**src/rtl/bch_ecc_pkg.sv**
```systemverilog
// -----------------------------------------------------------------------------
// bch_ecc_pkg
// Shared definitions for the HDMI data-island BCH ECC stream encoder.
//   BCH_POLY  : feedback mask for generator x^8+x^7+x^6+1, applied in the
//               LSB-first (right-shifting) register form.
//   ECC_WIDTH : parity bits per codeword.
//   enc_state_e : sequencing states of the encoder, exported for debug.
//   bch_step()  : one serial BCH step (one data bit into the ECC register).
// -----------------------------------------------------------------------------
package bch_ecc_pkg;

  localparam int              ECC_WIDTH = 8;
  localparam logic [ECC_WIDTH-1:0] BCH_POLY  = 8'h83;

  typedef enum logic [1:0] {
    ST_IDLE   = 2'd0,
    ST_DATA   = 2'd1,
    ST_PARITY = 2'd2
  } enc_state_e;

  // One bit step: feedback is the incoming bit XOR the bit about to leave.
  function automatic logic [ECC_WIDTH-1:0] bch_step(
    input logic [ECC_WIDTH-1:0] ecc,
    input logic                 bit_in
  );
    logic fb;
    fb = bit_in ^ ecc[0];
    return (ecc >> 1) ^ (fb ? BCH_POLY : {ECC_WIDTH{1'b0}});
  endfunction

endpackage

```
**src/rtl/bch_ecc_lane.sv**
```systemverilog
// -----------------------------------------------------------------------------
// bch_ecc_lane
// ECC register for one channel. Consumes BPC data bits per clock (lane bit 0
// first) or, in parity mode, shifts the register right by BPC so the caller
// can emit its low BPC bits as parity, LSB first.
// Ports:
//   clk, rst   : clock, synchronous active-high reset (clears the register)
//   clear      : restart from 8'h00 and absorb bits_in as the first step(s)
//   step       : absorb bits_in into the current register
//   shift      : parity mode, zero-fill right shift by BPC, no feedback
//   bits_in    : this channel's data bits for the clock
//   ecc        : current register contents
// Priority: clear > step > shift; with none asserted the register holds.
// -----------------------------------------------------------------------------
module bch_ecc_lane
  import bch_ecc_pkg::*;
#(
  parameter int BPC = 2
) (
  input  logic                 clk,
  input  logic                 rst,
  input  logic                 clear,
  input  logic                 step,
  input  logic                 shift,
  input  logic [BPC-1:0]       bits_in,
  output logic [ECC_WIDTH-1:0] ecc
);

  logic [ECC_WIDTH-1:0] ecc_q;
  logic [ECC_WIDTH-1:0] ecc_d;
  logic [ECC_WIDTH-1:0] stepped;

  always_comb begin
    // Start from zero on clear so the first data bits of a new packet never
    // see state from an aborted or previous packet.
    stepped = clear ? {ECC_WIDTH{1'b0}} : ecc_q;
    for (int i = 0; i < BPC; i++) begin
      stepped = bch_step(stepped, bits_in[i]);
    end

    ecc_d = ecc_q;
    if (clear || step) begin
      ecc_d = stepped;
    end else if (shift) begin
      ecc_d = ecc_q >> BPC;
    end
  end

  always_ff @(posedge clk) begin
    if (rst) begin
      ecc_q <= '0;
    end else begin
      ecc_q <= ecc_d;
    end
  end

  assign ecc = ecc_q;

endmodule

```
**src/rtl/bch_ecc_stream_encoder.sv**
```systemverilog
// -----------------------------------------------------------------------------
// bch_ecc_stream_encoder
// Multi-channel BCH ECC encoder for HDMI data-island packets. For each packet
// it passes D clocks of data straight through, then emits P clocks of parity
// per channel, sequencing itself from a single start pulse.
// Ports:
//   clock, reset  : pixel clock, synchronous active-high reset
//   start         : first data clock of a packet (aborts any packet in flight)
//   data_in       : CHANNELS*BPC data bits, channel c at [c*BPC +: BPC],
//                   lower index = earlier bit
//   data_out      : registered codeword bits, same lane layout
//   parity_phase  : data_out carries parity
//   busy          : a packet is on data_out
//   last          : data_out carries the final parity bits
//   dbg_state     : current sequencing state (enc_state_e encoding)
// All outputs are registered: output at clock t+1 reflects inputs/state at t.
// There is no backpressure; the stream is a fixed-rate pipeline.
// -----------------------------------------------------------------------------
module bch_ecc_stream_encoder
  import bch_ecc_pkg::*;
#(
  parameter int CHANNELS       = 4,
  parameter int BITS_PER_CLOCK = 2,
  parameter int DATA_BITS      = 56
) (
  input  logic                               clock,
  input  logic                               reset,
  input  logic                               start,
  input  logic [CHANNELS*BITS_PER_CLOCK-1:0] data_in,
  output logic [CHANNELS*BITS_PER_CLOCK-1:0] data_out,
  output logic                               parity_phase,
  output logic                               busy,
  output logic                               last,
  output logic [1:0]                         dbg_state
);

  localparam int BPC = BITS_PER_CLOCK;
  localparam int LW  = CHANNELS * BPC;
  localparam int D   = DATA_BITS / BPC;
  localparam int P   = ECC_WIDTH / BPC;
  localparam int N   = D + P;
  localparam int K_W = (N > 2) ? $clog2(N) : 1;

  localparam logic [K_W-1:0] K_D_LAST = K_W'(D - 1);
  localparam logic [K_W-1:0] K_N_LAST = K_W'(N - 1);

  if (BPC < 1 || BPC > 2) begin : g_bad_bpc
    $error("bch_ecc_stream_encoder: BITS_PER_CLOCK must be 1 or 2");
  end
  if ((DATA_BITS % BPC) != 0) begin : g_bad_data_bits
    $error("bch_ecc_stream_encoder: DATA_BITS must be divisible by BITS_PER_CLOCK");
  end
  if (CHANNELS < 1 || CHANNELS > 4) begin : g_bad_channels
    $error("bch_ecc_stream_encoder: CHANNELS must be 1..4");
  end

  enc_state_e           state_q, state_d;
  logic [K_W-1:0]       k_q, k_d;
  logic [LW-1:0]        data_out_q, data_out_d;
  logic                 parity_phase_q, parity_phase_d;
  logic                 busy_q, busy_d;
  logic                 last_q, last_d;

  logic                 lane_clear;
  logic                 lane_step;
  logic                 lane_shift;
  logic [ECC_WIDTH-1:0] lane_ecc [CHANNELS];

  for (genvar c = 0; c < CHANNELS; c++) begin : g_lane
    bch_ecc_lane #(
      .BPC (BPC)
    ) u_lane (
      .clk     (clock),
      .rst     (reset),
      .clear   (lane_clear),
      .step    (lane_step),
      .shift   (lane_shift),
      .bits_in (data_in[c*BPC +: BPC]),
      .ecc     (lane_ecc[c])
    );
  end

  always_comb begin
    state_d        = state_q;
    k_d            = k_q;
    data_out_d     = '0;
    parity_phase_d = 1'b0;
    busy_d         = 1'b0;
    last_d         = 1'b0;
    lane_clear     = 1'b0;
    lane_step      = 1'b0;
    lane_shift     = 1'b0;

    if (start) begin
      // start wins in every state; the clock carrying it is data clock 0.
      lane_clear = 1'b1;
      data_out_d = data_in;
      busy_d     = 1'b1;
      k_d        = K_W'(1);
      state_d    = (K_D_LAST == '0) ? ST_PARITY : ST_DATA;
    end else begin
      case (state_q)
        ST_DATA: begin
          lane_step  = 1'b1;
          data_out_d = data_in;
          busy_d     = 1'b1;
          k_d        = k_q + K_W'(1);
          if (k_q == K_D_LAST) begin
            state_d = ST_PARITY;
          end
        end
        ST_PARITY: begin
          // Parity leaves LSB first; the lane shifts the emitted bits out.
          lane_shift = 1'b1;
          for (int c = 0; c < CHANNELS; c++) begin
            data_out_d[c*BPC +: BPC] = lane_ecc[c][BPC-1:0];
          end
          parity_phase_d = 1'b1;
          busy_d         = 1'b1;
          if (k_q == K_N_LAST) begin
            last_d  = 1'b1;
            k_d     = '0;
            state_d = ST_IDLE;
          end else begin
            k_d = k_q + K_W'(1);
          end
        end
        default: begin
          k_d     = '0;
          state_d = ST_IDLE;
        end
      endcase
    end
  end

  always_ff @(posedge clock) begin
    if (reset) begin
      state_q        <= ST_IDLE;
      k_q            <= '0;
      data_out_q     <= '0;
      parity_phase_q <= 1'b0;
      busy_q         <= 1'b0;
      last_q         <= 1'b0;
    end else begin
      state_q        <= state_d;
      k_q            <= k_d;
      data_out_q     <= data_out_d;
      parity_phase_q <= parity_phase_d;
      busy_q         <= busy_d;
      last_q         <= last_d;
    end
  end

  assign data_out     = data_out_q;
  assign parity_phase = parity_phase_q;
  assign busy         = busy_q;
  assign last         = last_q;
  assign dbg_state    = state_q;

endmodule
```
**config.mk**
```make
export PLATFORM = sky130hd
export DESIGN_NAME = bch_ecc_stream_encoder
export DESIGN_NICKNAME = d
export VERILOG_FILES = /design/src/rtl/bch_ecc_pkg.sv /design/src/rtl/bch_ecc_lane.sv /design/src/rtl/bch_ecc_stream_encoder.sv
export SDC_FILE = /design/constraint.sdc
export NUM_CORES = 1
export LEC_CHECK = 0
export CAP_MARGIN = 10
export CORE_MARGIN = 3
export CORE_UTILIZATION = 40
export DETAILED_ROUTE_END_ITERATION = 10
export HOLD_SLACK_MARGIN = 0.1
export PLACE_DENSITY_LB_ADDON = 0.25
export SLEW_MARGIN = 30
export SYNTH_ARGS = -nofsm -noshare
export SYNTH_HDL_FRONTEND = slang
export SYNTH_SLANG_ARGS = --single-unit
```
**constraint.sdc**
```tcl
create_clock -name clock -period 3.2 [get_ports clock]
set_input_delay 0.48 -clock clock [delete_from_list [all_inputs] [get_ports clock]]
set_output_delay 0.48 -clock clock [all_outputs]
set_load 0.01 [all_outputs]
```
==> results of run 1 <==
-- where the power goes --
part	leakage (nW)	internal (mW)	switching, mW
registers	0.408	0.648	0.0238
clock network	0.0714	0.333	0.213
logic	0.495	0.0856	0.105
total	0.975	1.07	0.342
-- worst register-to-register path, delay by kind of cell (launching register included) --
family	cells	cell delay, ns
and+or+nand+nor	3	0.53
AOI/OAI and AO/OA	1	0.05
adders and majority gates	1	0.64
DFF	1	0.34
buffers and inverters	2	0.43
-- worst paths after layout --
check,to,slack (ns),cells past startpoint
worst max-delay path,g_lane[2].u_lane.ecc[1],1.10,7
worst min-delay path,g_lane[0].u_lane.ecc[4],0.45,2
worst max register to register,g_lane[2].u_lane.ecc[1],1.10,7
worst min register to register,g_lane[0].u_lane.ecc[4],0.45,2
-- stage by stage --
stage               instances  hold WS (ns)  setup slack (ns)  utilization, %  cell area (sq um)
floorplan                 290        0.4315             1.533               -               2372
global placement          370        0.4386            0.8290           47.01               2636
detailed placement        370        0.4436            0.8163           47.01               2636
CTS                       378        0.4565             1.079           49.55               2779
global route              378        0.4776            0.8701           49.55               2779
finish                    378        0.4550             1.097           49.55               2779
-- final cells by class --
| type | instances | area [sq um] |
|---|---|---|
| inverter | 9 | 33.78 |
| tap | 72 | 90.09 |
| sequential | 50 | 1001 |
| multi-input combinational | 211 | 1244 |
| clock inverter | 2 | 60.06 |
| fill | 564 | 2829 |
| clock buffer | 6 | 82.58 |
| timing repair buffer | 28 | 267.8 |
-- per-layer routing --
metal  vias to the layer above  track usage [%]
met4                         0            5.052
met5                         -                0
li1                       1039                -
met2                        34            25.07
met1                       966            23.00
met3                         6            3.472
-- logic make-up after synthesis --
kind of cell	after synthesis	synth area share (%)
flops	50	42.19
compound gates	77	20.78
simple gates	110	21.94
xor+xnor	17	6.276
buf+inv	29	5.380
fa+ha+maj	4	2.110
mux	3	1.319
-- synthesized netlist by cell type (3+ instances only) --
cell type and count:
inv_1 8, xnor2_1 12, or3_1 5, nand3_1 3, nor3b_1 5, ha_1 4, dfxtp_1 50, nand2_1 48
nand2b_1 5, clkbuf_1 5, a21oi_1 33, a211oi_1 3, a31oi_1 6, xor2_1 5, buf_2 13, nor2_1 22
nor3_1 8, a22oi_1 10, a21o_1 8
-- sequential cells by signal, indices dropped and copies added (netlist names) --
| name | flops |
|---|---|
| parity_phase | 1 |
| last | 1 |
| dbg_state | 2 |
| k_q | 5 |
| g_lane.u_lane.ecc | 32 |
| busy | 1 |
| data_out | 8 |
==> results.json, run 1 <==
{
  "synth_top_cell_by_area": "dfxtp_1",
  "synth_cell_type_count": 43,
  "antenna_found_initial": 0,
  "wl_met2_mm": 2.407,
  "synth_warnings": 0,
  "crit_path_max_fanout": 22,
  "m1WireLength_mm": 2.818,
  "mostFrequentLayoutCells": "50 x dfxtp_1, 48 x nand2_1, 33 x a21oi_1",
  "endpoint_kind": "register",
  "synth.area.top_cells": "dfxtp_1 42%, nand2_1 7.6%, a21oi_1 7.0%, xnor2_1 4.4%, nor2_1 3.5%",
  "syn_nets": 305,
  "fin_nets": 320,
  "fin_crit_sh_pct": 65.71,
  "leakagePower_nw": 0.9750,
  "cts_tree": "done",
  "skew_ns": 0.005708,
  "hold_viol": 0,
  "ys_seq_area_share_pct": 42.19,
  "grt_setup_unrepaired": "false",
  "ir_worst_vdd_uv": 186.4,
  "cts_made_buffers": 5,
  "tns_ns": 0,
  "cp_slowest_cell": "ha_1",
  "period_needed_ns": 2.103,
  "dr.pass1.iters": 4,
  "grt.overflow.total": 0,
  "grt_start_max_net_pins": 23,
  "ios": 24,
  "synth_flop_cell": "dfxtp_1",
  "slowest_delay_ns": 0.64,
  "reg2reg_from": "dbg_state[1]",
  "required_ns": 3.39,
  "cts.sinks": 50,
  "start_kind": "register",
  "antennaDiodeCount": 0,
  "routabilityCongestion": 0.8188,
  "die_h_um": 83.01,
  "cts_max_level": 2,
  "routed_wl_mm": 5.508,
  "outcome": "completed",
  "worst_pin_slew_ns": 0.7586,
  "io_buffers": 23,
  "syn_inst": 290,
  "dp_hpwl_mm": 3.760,
  "grt_pass1_vias": 1877,
  "synthArstFlopShare_pct": 0,
  "maxCapViolCount": 0,
  "synthToLayoutAreaGrowth_pct": 17.14,
  "yosys_register_bits": 50,
  "top_layer": "met4",
  "grt_pass1_wl_mm": 9.425,
  "rows": 27,
  "wl_met3_um": 183,
  "p_per_area_nw_per_um2": 506.8,
  "vias": 2045,
  "timing.fmax_mhz": 475.5,
  "netlist.area_leader.share_pct": 42.19,
  "syn_avg_cell_area_sq_um": 8.180,
  "layout-drive-gt1-share_pct": 6.536,
  "slew_violations": 0,
  "hp-start": "g_lane[0].u_lane.ecc[4]",
  "dieWidth_um": 83.01,
  "cp_top_family": "adder cells",
  "cts_setup_buffers": 0,
  "netlist_area_sq_um": 2372,
  "postCtsHoldBufs": 0,
  "worstSetupPathType": "register to register",
  "first_iter_violations": 129,
  "cts_root_buf": "clkbuf_8",
  "synth_edf_count": 0,
  "wire_per_inst_um": 14.57,
  "cp_data_arrival_time_ns": 2.30,
  "postRouteAntennaNets": 0,
  "crit_chain": "inv_1 > ha_1 > buf_4 > nand2_1 > or4_1 > nand3_1 > o21ai_1",
  "worst_skew_pair.late_latency_ns": 0.30,
  "crit_start": "dbg_state[1]",
  "p_total_mw": 1.408,
  "start_util_pct": 42.30,
  "final_common_cell": "dfxtp_1",
  "clk_path_buf_depth": 2,
  "maxSlewHeadroom_pct": 49.42,
  "critical_path_buf_inv_count": 2,
  "avgViaCountPerCell": 5.410,
  "path_clk_slew_ns": 0.09,
  "track_usage_pct": 16.38,
  "cts-resized-gates": 0,
  "setup_viol": 0,
  "drc": 0,
  "hold_path.class": "register to register",
  "die-area_sq_um": 6891,
  "core_sq_um": 5608
}
Power figures use the tool's default switching activity.
==> inputs of run 2 (changes only) <==
Clock period 3.2 ns to 2 ns, I/O delays scaled along.
==> results.json, run 2 (synthesis gave the netlist of run 1 again) <==
{
  "p_total_mw": 2.089,
  "fin_cells": 392,
  "holdWs_ns": 0.4537,
  "ff2ff_path_depth": 7,
  "timing.fmax_mhz": 570.3,
  "worstSetupPathType": "register to register",
  "hold_viol": 0,
  "core_sq_um": 5608,
  "slowest_delay_ns": 0.36,
  "cp_top_family": "simple AND/OR/NAND/NOR gates",
  "worstReg2RegEnd": "k_q[2]",
  "grt_pass1_vias": 1911,
  "postRouteAntennaNets": 0,
  "cts_root_buf": "clkbuf_8",
  "maxCapViolCount": 0,
  "switching_share_pct": 25.11,
  "crit_start": "k_q[0]",
  "worst_pin_slew_ns": 0.5630,
  "wire_per_inst_um": 13.88,
  "hold_path.class": "register to register",
  "vias": 2059,
  "cp_data_arrival_time_ns": 1.99,
  "endpoint_kind": "register",
  "internal-power_mw": 1.564,
  "cts_tree": "done",
  "leakagePower_nw": 1.024,
  "layout-drive-gt1-share_pct": 10.00,
  "outcome": "completed",
  "synthToLayoutAreaGrowth_pct": 20.04,
  "ir_worst_vdd_uv": 358.1,
  "cp_slowest_cell": "or3_1",
  "pwr-share-seq_pct": 51.3,
  "die_h_um": 83.01,
  "rows": 27,
  "track_usage_pct": 16.17,
  "p_per_area_nw_per_um2": 733.5,
  "design_area_sq_um": 2848,
  "setup_viol": 0,
  "start_kind": "register",
  "path_clk_slew_ns": 0.09,
  "dr.pass1.iters": 4,
  "cts_setup_buffers": 0,
  "drc": 0,
  "slew_violations": 0,
  "r2r_slack_ns": 0.25,
  "grt.overflow.total": 0,
  "start_util_pct": 42.30,
  "routed_wl_mm": 5.440,
  "skew_ns": 0.006488,
  "cp-endpoint": "k_q[2]",
  "grt_setup_unrepaired": "false",
  "clockPowerShare_pct": 33.1,
  "maxSlewHeadroom_pct": 62.33,
  "avgViaCountPerCell": 5.253,
  "routabilityCongestion": 0.8588,
  "cts_max_level": 2,
  "p_sw_mw": 0.5244,
  "fin_crit_sh_pct": 87.68,
  "worst_skew_pair.late_latency_ns": 0.30,
  "io_buffers": 23,
  "crit_chain": "ha_1 > and3_1 > ha_1 > nor2b_1 > nor2_1 > or3_1 > nor2_1",
  "grt_start_max_net_pins": 20,
  "pwr-share-comb_pct": 15.6,
  "placedCellCount": 384,
  "dieWidth_um": 83.01,
  "worst_slack_ns": 0.2464,
  "antennaDiodeCount": 0,
  "place_area_sq_um": 2741,
  "ios": 24,
  "mostFrequentLayoutCells": "50 x dfxtp_1, 48 x nand2_1, 33 x a21oi_1",
  "largest_reg_flops": 32,
  "required_ns": 2.24,
  "clk_path_buf_depth": 2,
  "reg2reg_from": "k_q[0]",
  "tns_ns": 0,
  "antenna_found_initial": 0,
  "grt_pass1_wl_mm": 9.321,
  "utilization_pct": 50.78,
  "fin_nets": 334,
  "critical_path_buf_inv_count": 0,
  "cts.sinks": 50,
  "dp_hpwl_mm": 3.921,
  "die-area_sq_um": 6891,
  "cp.depth": 7,
  "crit_path_max_fanout": 4,
  "fillers": 552,
  "cts-resized-gates": 0,
  "cts_made_buffers": 5,
  "postCtsHoldBufs": 0,
  "final_common_cell": "dfxtp_1",
  "dp_slack_ns": 0.1010,
  "first_iter_violations": 116,
  "period_needed_ns": 1.754
}
[run 2: cell count changes in the layout (fill, tap and decap cells not counted), sizes merged]
cell,previous run,this run
bufinv,2,1
buf,5,19
clkbuf,6,7
[run 2: layout make-up]
class / count / area [sq um] / share of cell area [%]
well taps: 72 / 90.09 / 3.163
multi-input cells: 211 / 1244 / 43.67
clock buffers: 7 / 76.32 / 2.680
flip-flops and latches: 50 / 1001 / 35.15
repair buffers: 42 / 372.9 / 13.09
clock inverters: 1 / 30.03 / 1.054
inverters: 9 / 33.78 / 1.186
[run 2: worst reg2reg max path, cell delays in order, from the launching register on]
cell,delay [ns]
dfxtp_1,0.33
ha_1,0.23
and3_1,0.19
ha_1,0.21
nor2b_1,0.15
nor2_1,0.09
or3_1,0.36
nor2_1,0.12
[run 2: power by group through the flow]
stage	registers [mW]	logic [mW]	clock network, mW
after floorplan	1.09	0.216	0
after global placement	1.09	0.320	0
after detailed placement	1.09	0.322	0
after CTS	1.07	0.325	0.713
after global routing	1.08	0.360	0.749
final	1.07	0.326	0.692
[run 2: how the worst min path moves through the flow]
stage / slack (ns) / startpoint / cells past startpoint / endpoint
finish: 0.45 / g_lane[0].u_lane.ecc[5] / 2 / g_lane[0].u_lane.ecc[5]
global route: 0.47 / g_lane[1].u_lane.ecc[4] / 2 / g_lane[1].u_lane.ecc[4]
CTS: 0.46 / g_lane[0].u_lane.ecc[5] / 2 / g_lane[0].u_lane.ecc[5]
detailed placement: 0.44 / g_lane[0].u_lane.ecc[5] / 2 / g_lane[0].u_lane.ecc[5]
global placement: 0.44 / g_lane[3].u_lane.ecc[4] / 2 / g_lane[3].u_lane.ecc[4]
floorplan: 0.43 / g_lane[0].u_lane.ecc[7] / 2 / g_lane[0].u_lane.ecc[5]
[run 2: layer usage]
metal / vias up / global-route usage [%] / part of all wire (%)
li1: 1067 / - / -
met1: 959 / 22.10 / 51
met2: 28 / 25.15 / 44
met3: 5 / 4.167 / 3.5
met4: 0 / 4.606 / 0.97
met5: - / 0 / 0
